### src/rtl/CPU_def.sv
// Shared CPU definitions: default datapath widths and the pipeline-stage
// occupancy state encoding.
package CPU_def;

  localparam int WORD_W        = 32;
  localparam int REG_ADDR_W    = 5;
  localparam int CTRL_BUNDLE_W = 10;
  // read_data_1, read_data_2, pc_plus_4, sign_imm words plus rs, rt, rd addresses
  localparam int DATA_BUNDLE_W = 4 * WORD_W + 3 * REG_ADDR_W;

  typedef enum logic [1:0] {
    ST_EMPTY = 2'd0,
    ST_MAIN  = 2'd1,
    ST_BOTH  = 2'd2
  } stage_state_t;

  function automatic logic [1:0] state_occupancy(input stage_state_t st);
    case (st)
      ST_EMPTY: return 2'd0;
      ST_MAIN:  return 2'd1;
      ST_BOTH:  return 2'd2;
      default:  return 2'd0;
    endcase
  endfunction

endpackage

### src/rtl/sat_counter.sv
// Width-parameterised saturating up-counter with enable and asynchronous
// active-low clear.
module sat_counter #(
  parameter int W = 16
) (
  input  logic         clk,
  input  logic         clr_n,
  input  logic         en,
  output logic [W-1:0] count
);

  // Count up on enable, sticking at all-ones.
  always_ff @(posedge clk or negedge clr_n) begin
    if (!clr_n) begin
      count <= '0;
    end else if (en && (count != {W{1'b1}})) begin
      count <= count + W'(1);
    end
  end

endmodule

### src/rtl/pipe_stage_skid.sv
// Pipeline register stage carrying control/data bundles, with an optional
// two-entry skid buffer so in_ready can be registered.
module pipe_stage_skid
  import CPU_def::*;
#(
  parameter int CTRL_W = CTRL_BUNDLE_W,
  parameter int DATA_W = DATA_BUNDLE_W,
  parameter int SKID   = 1,
  parameter int CNT_W  = 16
) (
  input  logic              clk,
  input  logic              clr_n,
  input  logic              flush,
  input  logic              in_valid,
  output logic              in_ready,
  input  logic [CTRL_W-1:0] in_ctrl,
  input  logic [DATA_W-1:0] in_data,
  output logic              out_valid,
  input  logic              out_ready,
  output logic [CTRL_W-1:0] out_ctrl,
  output logic [DATA_W-1:0] out_data,
  output logic [1:0]        occupancy,
  output logic [CNT_W-1:0]  flush_cnt
);

  stage_state_t      state_r, state_nx_s;
  logic              out_valid_r, in_ready_r;
  logic [1:0]        occupancy_r;
  logic [CTRL_W-1:0] head_ctrl_r, skid_ctrl_r;
  logic [DATA_W-1:0] head_data_r, skid_data_r;
  logic              accept_s, deq_s;
  logic              load_head_in_s, load_head_skid_s, load_skid_s, drain_head_s;

  // Without the skid entry, readiness must follow the downstream stall directly;
  // in_ready_r still masks the reset window in that mode.
  assign in_ready  = (SKID != 0) ? in_ready_r : (in_ready_r & (out_ready | ~out_valid_r));
  assign accept_s  = in_valid & in_ready & ~flush;
  assign deq_s     = out_valid_r & out_ready;
  assign out_valid = out_valid_r;
  assign out_ctrl  = head_ctrl_r;
  assign out_data  = head_data_r;
  assign occupancy = occupancy_r;

  // Next-state and payload-load decisions; flush overrides everything.
  always_comb begin
    state_nx_s       = state_r;
    load_head_in_s   = 1'b0;
    load_head_skid_s = 1'b0;
    load_skid_s      = 1'b0;
    drain_head_s     = 1'b0;
    if (flush) begin
      state_nx_s = ST_EMPTY;
    end else begin
      case (state_r)
        ST_EMPTY: begin
          if (accept_s) begin
            state_nx_s     = ST_MAIN;
            load_head_in_s = 1'b1;
          end else begin
            state_nx_s = ST_EMPTY;
          end
        end
        ST_MAIN: begin
          if (accept_s && deq_s) begin
            load_head_in_s = 1'b1;
          end else if (accept_s) begin
            state_nx_s  = ST_BOTH;
            load_skid_s = 1'b1;
          end else if (deq_s) begin
            state_nx_s   = ST_EMPTY;
            drain_head_s = 1'b1;
          end else begin
            state_nx_s = ST_MAIN;
          end
        end
        ST_BOTH: begin
          if (deq_s) begin
            state_nx_s       = ST_MAIN;
            load_head_skid_s = 1'b1;
          end else begin
            state_nx_s = ST_BOTH;
          end
        end
        default: state_nx_s = ST_EMPTY;
      endcase
    end
  end

  // State and status registers, all derived from the next state.
  always_ff @(posedge clk or negedge clr_n) begin
    if (!clr_n) begin
      state_r     <= ST_EMPTY;
      out_valid_r <= 1'b0;
      occupancy_r <= 2'd0;
      in_ready_r  <= 1'b0;
    end else begin
      state_r     <= state_nx_s;
      out_valid_r <= (state_nx_s != ST_EMPTY);
      occupancy_r <= state_occupancy(state_nx_s);
      in_ready_r  <= (state_nx_s != ST_BOTH);
    end
  end

  // Payload registers: load only on accept/promote; control clears when the
  // head drains so a bubble always carries a NOP.
  always_ff @(posedge clk or negedge clr_n) begin
    if (!clr_n) begin
      head_ctrl_r <= '0;
      head_data_r <= '0;
      skid_ctrl_r <= '0;
      skid_data_r <= '0;
    end else if (flush) begin
      head_ctrl_r <= '0;
      head_data_r <= '0;
      skid_ctrl_r <= '0;
      skid_data_r <= '0;
    end else begin
      if (load_head_in_s) begin
        head_ctrl_r <= in_ctrl;
        head_data_r <= in_data;
      end else if (load_head_skid_s) begin
        head_ctrl_r <= skid_ctrl_r;
        head_data_r <= skid_data_r;
      end else if (drain_head_s) begin
        head_ctrl_r <= '0;
      end
      if (load_skid_s) begin
        skid_ctrl_r <= in_ctrl;
        skid_data_r <= in_data;
      end
    end
  end

  sat_counter #(.W(CNT_W)) u_flush_cnt (
    .clk   (clk),
    .clr_n (clr_n),
    .en    (flush & (state_r != ST_EMPTY)),
    .count (flush_cnt)
  );

endmodule

### config.mk
export PLATFORM = sky130hd
export DESIGN_NAME = pipe_stage_skid
export DESIGN_NICKNAME = d
export VERILOG_FILES = /design/src/rtl/CPU_def.sv /design/src/rtl/sat_counter.sv /design/src/rtl/pipe_stage_skid.sv
export SDC_FILE = /design/constraint.sdc
export NUM_CORES = 1
export LEC_CHECK = 0
export ABC_AREA = 1
export BUFFER_PORTS_ARGS = -buffer_cell sky130_fd_sc_hd__buf_2
export CAP_MARGIN = 20
export CORE_MARGIN = 2
export CORE_UTILIZATION = 35
export CTS_CLUSTER_SIZE = 30
export DETAILED_ROUTE_END_ITERATION = 7
export SYNTH_ARGS = -nofsm -noshare
export SYNTH_HDL_FRONTEND = slang
export SYNTH_SLANG_ARGS = --single-unit
### constraint.sdc
create_clock -name clk -period 3.2 [get_ports clk]
set_input_delay 0.48 -clock clk [delete_from_list [all_inputs] [get_ports clk]]
set_output_delay 0.48 -clock clk [all_outputs]
set_load 0.005 [all_outputs]
==> impl_metrics.csv, run 1 <==
group,metric,value,unit
status,violations,"DRC",
drt,avgRoutedWirePerCell,14.9,µm
final_layout,drive_gt1_frac,0.197,
floorplanning,die_area,43300,µm²
timing,finalHoldViolCount,0,
timing,relSlewSlack,0.407,
drt,viasPerCell,4.81,
clock_tree,cts_buffers,39,
setup_path,crit_family,"simple AND/OR/NAND/NOR gates",
setup_path,critPathLaunch,"out_valid",
setup_path,critPathCaptureType,"flop",
timing,setup_viol,0,
setup_path,worst_path_largest_cell_delay,0.40,ns
drt,finalWirelength,39.6,mm
synth,synth_seq_cells,328,
final_layout,fill_cells,4104,
setup_path,critPathKind,"flop to flop",
job,maxCapViolations,0,
grt,grt_pass1_vias,12383,
setup_path,path_buf_inv,2,
pwr,power,9860,µW
drt,vias,12769,
grt,track_usage,0.183,
setup_path,worstPathRequired,3.67,ns
drt,ant_nets,0,
status,status,"finished, violations left",
floorplanning,die_x,208,µm
synth,syn_nets,1975,
setup_path,crit_path_frequent_cell,"nand2_1",
clock_tree,cts.sinks,328,
synth,synth_edf_count,0,
timing,slew_violations,0,
synth,yosys.cell_types.count,21,
clock_tree,cts_tree,"yes",
clock_tree,postCtsSetupBuffers,0,
clock_tree,cts_hold_buffers,1,
synth,yosysSeqAreaShare,0.563,
timing,timing.fmax,0.492,GHz
timing,worst_pin_slew,0.889,ns
pwr,leakage,0.00997,µW
floorplanning,initial_core_util,0.355,
clock_tree,insertion_delay,0.54,ns
floorplanning,die_y,208,µm
pwr,ir_drop,358,µV
synth,synthFlopType,"dfrtp_1",
place,hpwl,24.2,mm
clock_tree,post_cts_resized,0,
clock_tree,cts.htree.levels,2,
timing,finClkSkew,0.00920,ns
synth,async_flop_share,1.00,
clock_tree,clock_path_buffers,3,
place,portBuffers,330,
grt,grt_pass1_wl,64.9,mm
setup_path,worst-path-max-fanout,53,
setup_path,critPathSlowestCell,"inv_4",
hold_path,min-delay-start,"in_data[129]",
grt,antenna_found_initial,3,
clock_tree,cts_root_buf,"clkbuf_16",
floorplanning,io_pins,331,
setup_path,path_cells,"nand2_1 -> nand2_1 -> nand3_4 -> nand2_1 -> inv_4 -> buf_12 -> nand2_1 -> nand2_1",
timing,finalCritPeriodShare,0.636,
drt,drc_errors,1,
setup_path,timing.rr.start,"out_valid",
setup_path,cp_data_arrival_time,2.51,ns
floorplanning,rows,74,
final_layout,final_nets,2250,
pwr,powerDensity,547,nW/µm²
place,place.gp.congestion,0.821,
synth,syn_inst,1816,
synth,synth.cell_area,14600,µm²
grt,grt_max_degree,183,
setup_path,worstSetupStartpointType,"flop",
synth,syn_avg_cell_area,8.03,µm²
synth,yosysWarningCount,0,
timing,rsz0062_at_grt,"no",
timing,tns,0,ns
drt,first_iter_violations,805,
grt,grt_overflow,0,
hold_path,hold_class,"input port to flop",
final_layout,syn_to_final_growth,23.6,%
drt,drt_first_pass_iters,8,
clock_tree,clk_pin_slew_worst_paths,0.06,ns
timing,fin_crit,2.03,ns
floorplanning,core,41000,µm²
==> metal layers <==
metal  part of all wire  vias to the layer above  wire (µm)  track usage
met5                  0                        -          0            0
met4              0.026                        0       1030       0.0635
met3              0.056                       67       2210       0.0356
met2               0.46                      363      18100        0.294
met1               0.46                     6054      18300        0.248
li1                   -                     6285          -            -
==> cell families after synthesis <==
group,synth area share
buf+inv,0.0792
fa+ha+maj,0.000858
simple gates,0.243
compound gates,0.110
xor+xnor,0.00421
flops,0.563
==> cell usage after synthesis, types with 5 or more instances <==
cell type | n | area share
a21oi_1 | 12 | 0.0041
o21ai_0 | 303 | 0.10
buf_2 | 41 | 0.014
nand4_1 | 5 | 0.0021
nor2_1 | 34 | 0.0088
dfrtp_1 | 328 | 0.56
buf_4 | 11 | 0.0057
nand3_1 | 159 | 0.055
clkbuf_1 | 56 | 0.014
nand2_1 | 677 | 0.17
buf_1 | 6 | 0.0015
inv_1 | 167 | 0.043
xnor2_1 | 7 | 0.0042
==> report_power, final <==
group | leakage (µW) | switching [µW] | total (µW) | internal, µW
registers | 0.00453 | 119 | 4430 | 4310
clock network | 0.000650 | 1750 | 4490 | 2740
logic | 0.00479 | 616 | 933 | 317
==> worst reg2reg max path, cell delays in order (launching register included) <==
cell,delay (ns)
dfrtp_1,0.39
nand2_1,0.22
nand2_1,0.14
nand3_4,0.15
nand2_1,0.12
inv_4,0.40
buf_12,0.33
nand2_1,0.14
nand2_1,0.08
==> sequential cells by signal (all words and copies together) (netlist names) <==
signal / count
u_flush_cnt.count: 16
out_data: 143
in_ready: 1
skid_ctrl_r: 10
skid_data_r: 143
out_valid: 1
occupancy: 2
out_ctrl: 10
state_r: 2
==> cell usage in the layout (no fill, tap or decap), types with 9 or more instances in the layout <==
| master | n |
|---|---|
| nand2_1 | 677 |
| buf_2 | 329 |
| dfrtp_1 | 328 |
| o21ai_0 | 303 |
| inv_1 | 166 |
| nand3_1 | 159 |
| clkbuf_16 | 41 |
| nor2_1 | 34 |
| a21oi_1 | 12 |
| buf_12 | 12 |
| clkbuf_8 | 10 |
| clkbuf_1 | 9 |
==> area by class of cell <==
type / instances / area, µm² / share of cell area
Tap cell: 532 / 666 / 0.0370
Clock buffer: 60 / 1200 / 0.0665
Sequential cell: 328 / 8210 / 0.456
Timing Repair Buffer: 348 / 1950 / 0.108
Multi-Input combinational cell: 1205 / 5230 / 0.290
Clock inverter: 11 / 114 / 0.00632
Antenna cell: 3 / 7.51 / 0.000417
Inverter: 169 / 639 / 0.0355
==> worst paths after layout <==
kind,slack [ns],depth (start not counted),endpoint
max,1.17,8,out_data[110]
min reg2reg,0.47,2,out_ctrl[0]
max reg2reg,1.17,8,out_data[110]
min,0.21,3,skid_data_r[129]
max in group asynchronous,1.83,3,state_r[0]
min in group asynchronous,0.54,2,skid_data_r[48]
==> stage by stage <==
step | hold slack (ns) | instances | area (µm²) | worst slack [ns] | util
after floorplan | 0.184 | 1816 | 14600 | 1.52 | -
after global placement | 0.454 | 2581 | 16700 | 1.03 | 0.407
after detailed placement | 0.459 | 2581 | 16700 | 0.971 | 0.407
after CTS | 0.171 | 2653 | 18000 | 1.16 | 0.439
after global routing | 0.200 | 2655 | 18000 | 1.01 | 0.439
final | 0.206 | 2656 | 18000 | 1.17 | 0.439
(Power assumes the default switching activity.)
==> run 2, diff against run 1 <==
--- a/config.mk
+++ b/config.mk
@@ -5,7 +5,7 @@
 export SDC_FILE = /design/constraint.sdc
 export NUM_CORES = 1
 export LEC_CHECK = 0
-export ABC_AREA = 1
+export ABC_AREA = 0
 export BUFFER_PORTS_ARGS = -buffer_cell sky130_fd_sc_hd__buf_2
 export CAP_MARGIN = 20
 export CORE_MARGIN = 2
==> constraint.sdc (replaced) <==
create_clock -name clk -period 1.91 [get_ports clk]
set_input_delay 0.2865 -clock clk [delete_from_list [all_inputs] [get_ports clk]]
set_output_delay 0.2865 -clock clk [all_outputs]
set_load 0.005 [all_outputs]
==> impl_metrics.csv, run 2 <==
group,metric,value,unit
synth,synthTopCellsByCount,"328 x dfrtp_1, 159 x nand2_1, 155 x nand2b_1",
pwr,leakage,0.0107,µW
timing,relSlewSlack,0.387,
synth,syn_inst,1427,
drt,finalWirelength,40.7,mm
synth,yosysSeqAreaShare,0.523,
setup_path,timing.rr.start,"state_r[1]",
clock_tree,clock_path_buffers,3,
drt,avgRoutedWirePerCell,16.1,µm
setup_path,critPathLaunch,"state_r[1]",
grt,track_usage,0.175,
synth,async_flop_share,1.00,
clock_tree,cts.sinks,328,
status,status,"complete, no violations",
setup_path,worstSetupStartpointType,"flop",
grt,antenna_found_initial,5,
synth,post-synth-top-area-fraction,0.523,
clock_tree,cts.htree.levels,2,
setup_path,worst-path-max-fanout,112,
pwr,power,19000,µW
clock_tree,cts_root_buf,"clkbuf_16",
timing,worst_pin_slew,0.919,ns
grt,grt_pass1_wl,66.7,mm
final_layout,final_common_cell,"buf_2",
drt,drt_first_pass_iters,7,
drt,drc_errors,0,
hold_path,hold_class,"input port to flop",
pwr,powerDensity,897,nW/µm²
timing,fin_crit,1.86,ns
floorplanning,die_y,216,µm
synth,yosysWarningCount,0,
floorplanning,core,44200,µm²
timing,finalCritPeriodShare,0.975,
pwr,clkPwrFrac,0.421,
pwr,p_switching,4970,µW
setup_path,r2r-end,"out_data[48]",
floorplanning,io_pins,331,
grt,grt_max_degree,122,
place,portBuffers,330,
clock_tree,insertion_delay,0.55,ns
timing,tns,0,ns
final_layout,syn_to_final_growth,34.5,%
timing,finClkSkew,0.0159,ns
setup_path,reg2reg_depth,5,
synth,syn_nets,1586,
floorplanning,die_area,46600,µm²
setup_path,critPathKind,"flop to flop",
pwr,ir_drop,638,µV
pwr,p_int,14000,µW
setup_path,cp_data_arrival_time,2.24,ns
drt,vias,12054,
drt,first_iter_violations,745,
synth,synth_area_leaders,"dfrtp_1 52%, a211oi_2 11%, mux2i_1 9.1%",
synth,syn_avg_cell_area,11.0,µm²
timing,hold_slack,0.193,ns
drt,viasPerCell,4.78,
clock_tree,cts_tree,"yes",
place,hpwl,26.3,mm
grt,grt_pass1_vias,12522,
final_layout,fill_cells,4035,
setup_path,critPathCaptureType,"flop",
clock_tree,clk_pin_slew_worst_paths,0.05,ns
timing,fin_ws,0.0471,ns
final_layout,drive_gt1_frac,0.317,
place,pre_cts_ws,0.0588,ns
setup_path,r2r_slack,0.05,ns
synth,synth_edf_count,0,
pwr,power_frac_comb,0.161,
floorplanning,rows,77,
synth,yosys.area.top_type,"dfrtp_1",
hold_path,whs_path_depth,2,
pwr,seqPwrFrac,0.418,
place,place.gp.congestion,0.782,
synth,synth.cell_area,15700,µm²
timing,rsz0062_at_grt,"yes",
timing,setup_viol,0,
floorplanning,die_x,216,µm
drt,ant_nets,0,
synth,synth_most_common_cell,"dfrtp_1",
synth,synth_seq_cells,328,
grt,grt_overflow,0,
synth,yosys.cell_types.count,43,
pwr,swShare,0.262,
timing,timing.fmax,0.537,GHz
hold_path,min-delay-start,"out_ready",
job,maxCapViolations,0,
final_layout,final_nets,2058,
timing,slew_violations,0,
floorplanning,initial_core_util,0.355,
timing,finalHoldViolCount,0,
hold_path,min_to,"in_ready",
synth,synthFlopType,"dfrtp_1",
final_layout,final_cell_mix,"328 x buf_2, 326 x dfrtp_1, 159 x nand2_1, 155 x nand2b_1, 155 x dlygate4sd3_1",
setup_path,worstPathRequired,2.29,ns
clock_tree,cts_buffers,39,
==> run 2: worst max-delay path, cell delays in order, from the launching register on <==
cell,delay (ns)
dfrtp_1,0.43
nand3b_1,0.22
or3_4,0.39
buf_16,0.26
nor2_1,0.23
a211oi_2,0.07
==> run 2: repair_timing <==
| item | in CTS | in global routing |
|---|---|---|
| endpoints found under the hold margin | 229 | 0 |
| buffers inserted | 0 | 1 |
| setup endpoints to repair | 0 | 69 |
| hold buffers | 155 | 0 |
| resized for setup | 0 | 13 |
==> run 2: power groups by stage <==
stage	registers [µW]	logic, µW	clock network (µW)
after global routing	8010	3360	8510
final	7930	3050	7980
after CTS	7930	3070	8230
after global placement	8020	2750	0
after floorplan	8030	1610	0
after detailed placement	8050	2800	0
==> run 2: kinds of logic after synthesis <==
logic type | synth area share
XOR/XNOR | 0.00892
multiplexers | 0.0919
buffers and inverters | 0.0507
AND/OR/NAND/NOR | 0.148
adder cells (fa/ha/maj) | 0.000796
AO/OA/AOI/OAI | 0.177
flip-flops | 0.523
==> run 2: metrics by stage <==
| stage | instance area [µm²] | instances | util |
|---|---|---|---|
| 3_3_place_gp | 18100 | 2294 | 0.410 |
| 5_1_grt | 21100 | 2524 | 0.478 |
| 2_1_floorplan | 15700 | 1427 | - |
| 4_1_cts | 21100 | 2520 | 0.476 |
| 6_report | 21100 | 2524 | 0.478 |
| 3_5_place_dp | 18100 | 2294 | 0.410 |
==> run 2: final cells by class <==
class                           count  area, µm²  area share
Antenna cell                        3       7.51    0.000355
Clock buffer                       58       1190      0.0563
Clock inverter                     13        190     0.00900
Inverter                            3       11.3    0.000533
Multi-Input combinational cell    979       6750       0.319
Sequential cell                   328       8210       0.389
Tap cell                          592        741      0.0351
Timing Repair Buffer              548       4030       0.191
==> run 2: worst max-delay path by stage <==
stage / to
floorplan: u_flush_cnt.count[13]
global placement: out_data[50]
detailed placement: out_data[57]
CTS: out_data[48]
global route: out_data[47]
finish: out_data[48]
==> run 2: metal layers <==
metal | vias to the layer above | global-route usage | part of all wire
met5 | - | 0 | 0.00066
met4 | 4 | 0.0556 | 0.025
met3 | 65 | 0.0479 | 0.061
met2 | 271 | 0.289 | 0.48
met1 | 5868 | 0.223 | 0.43
li1 | 5846 | - | -
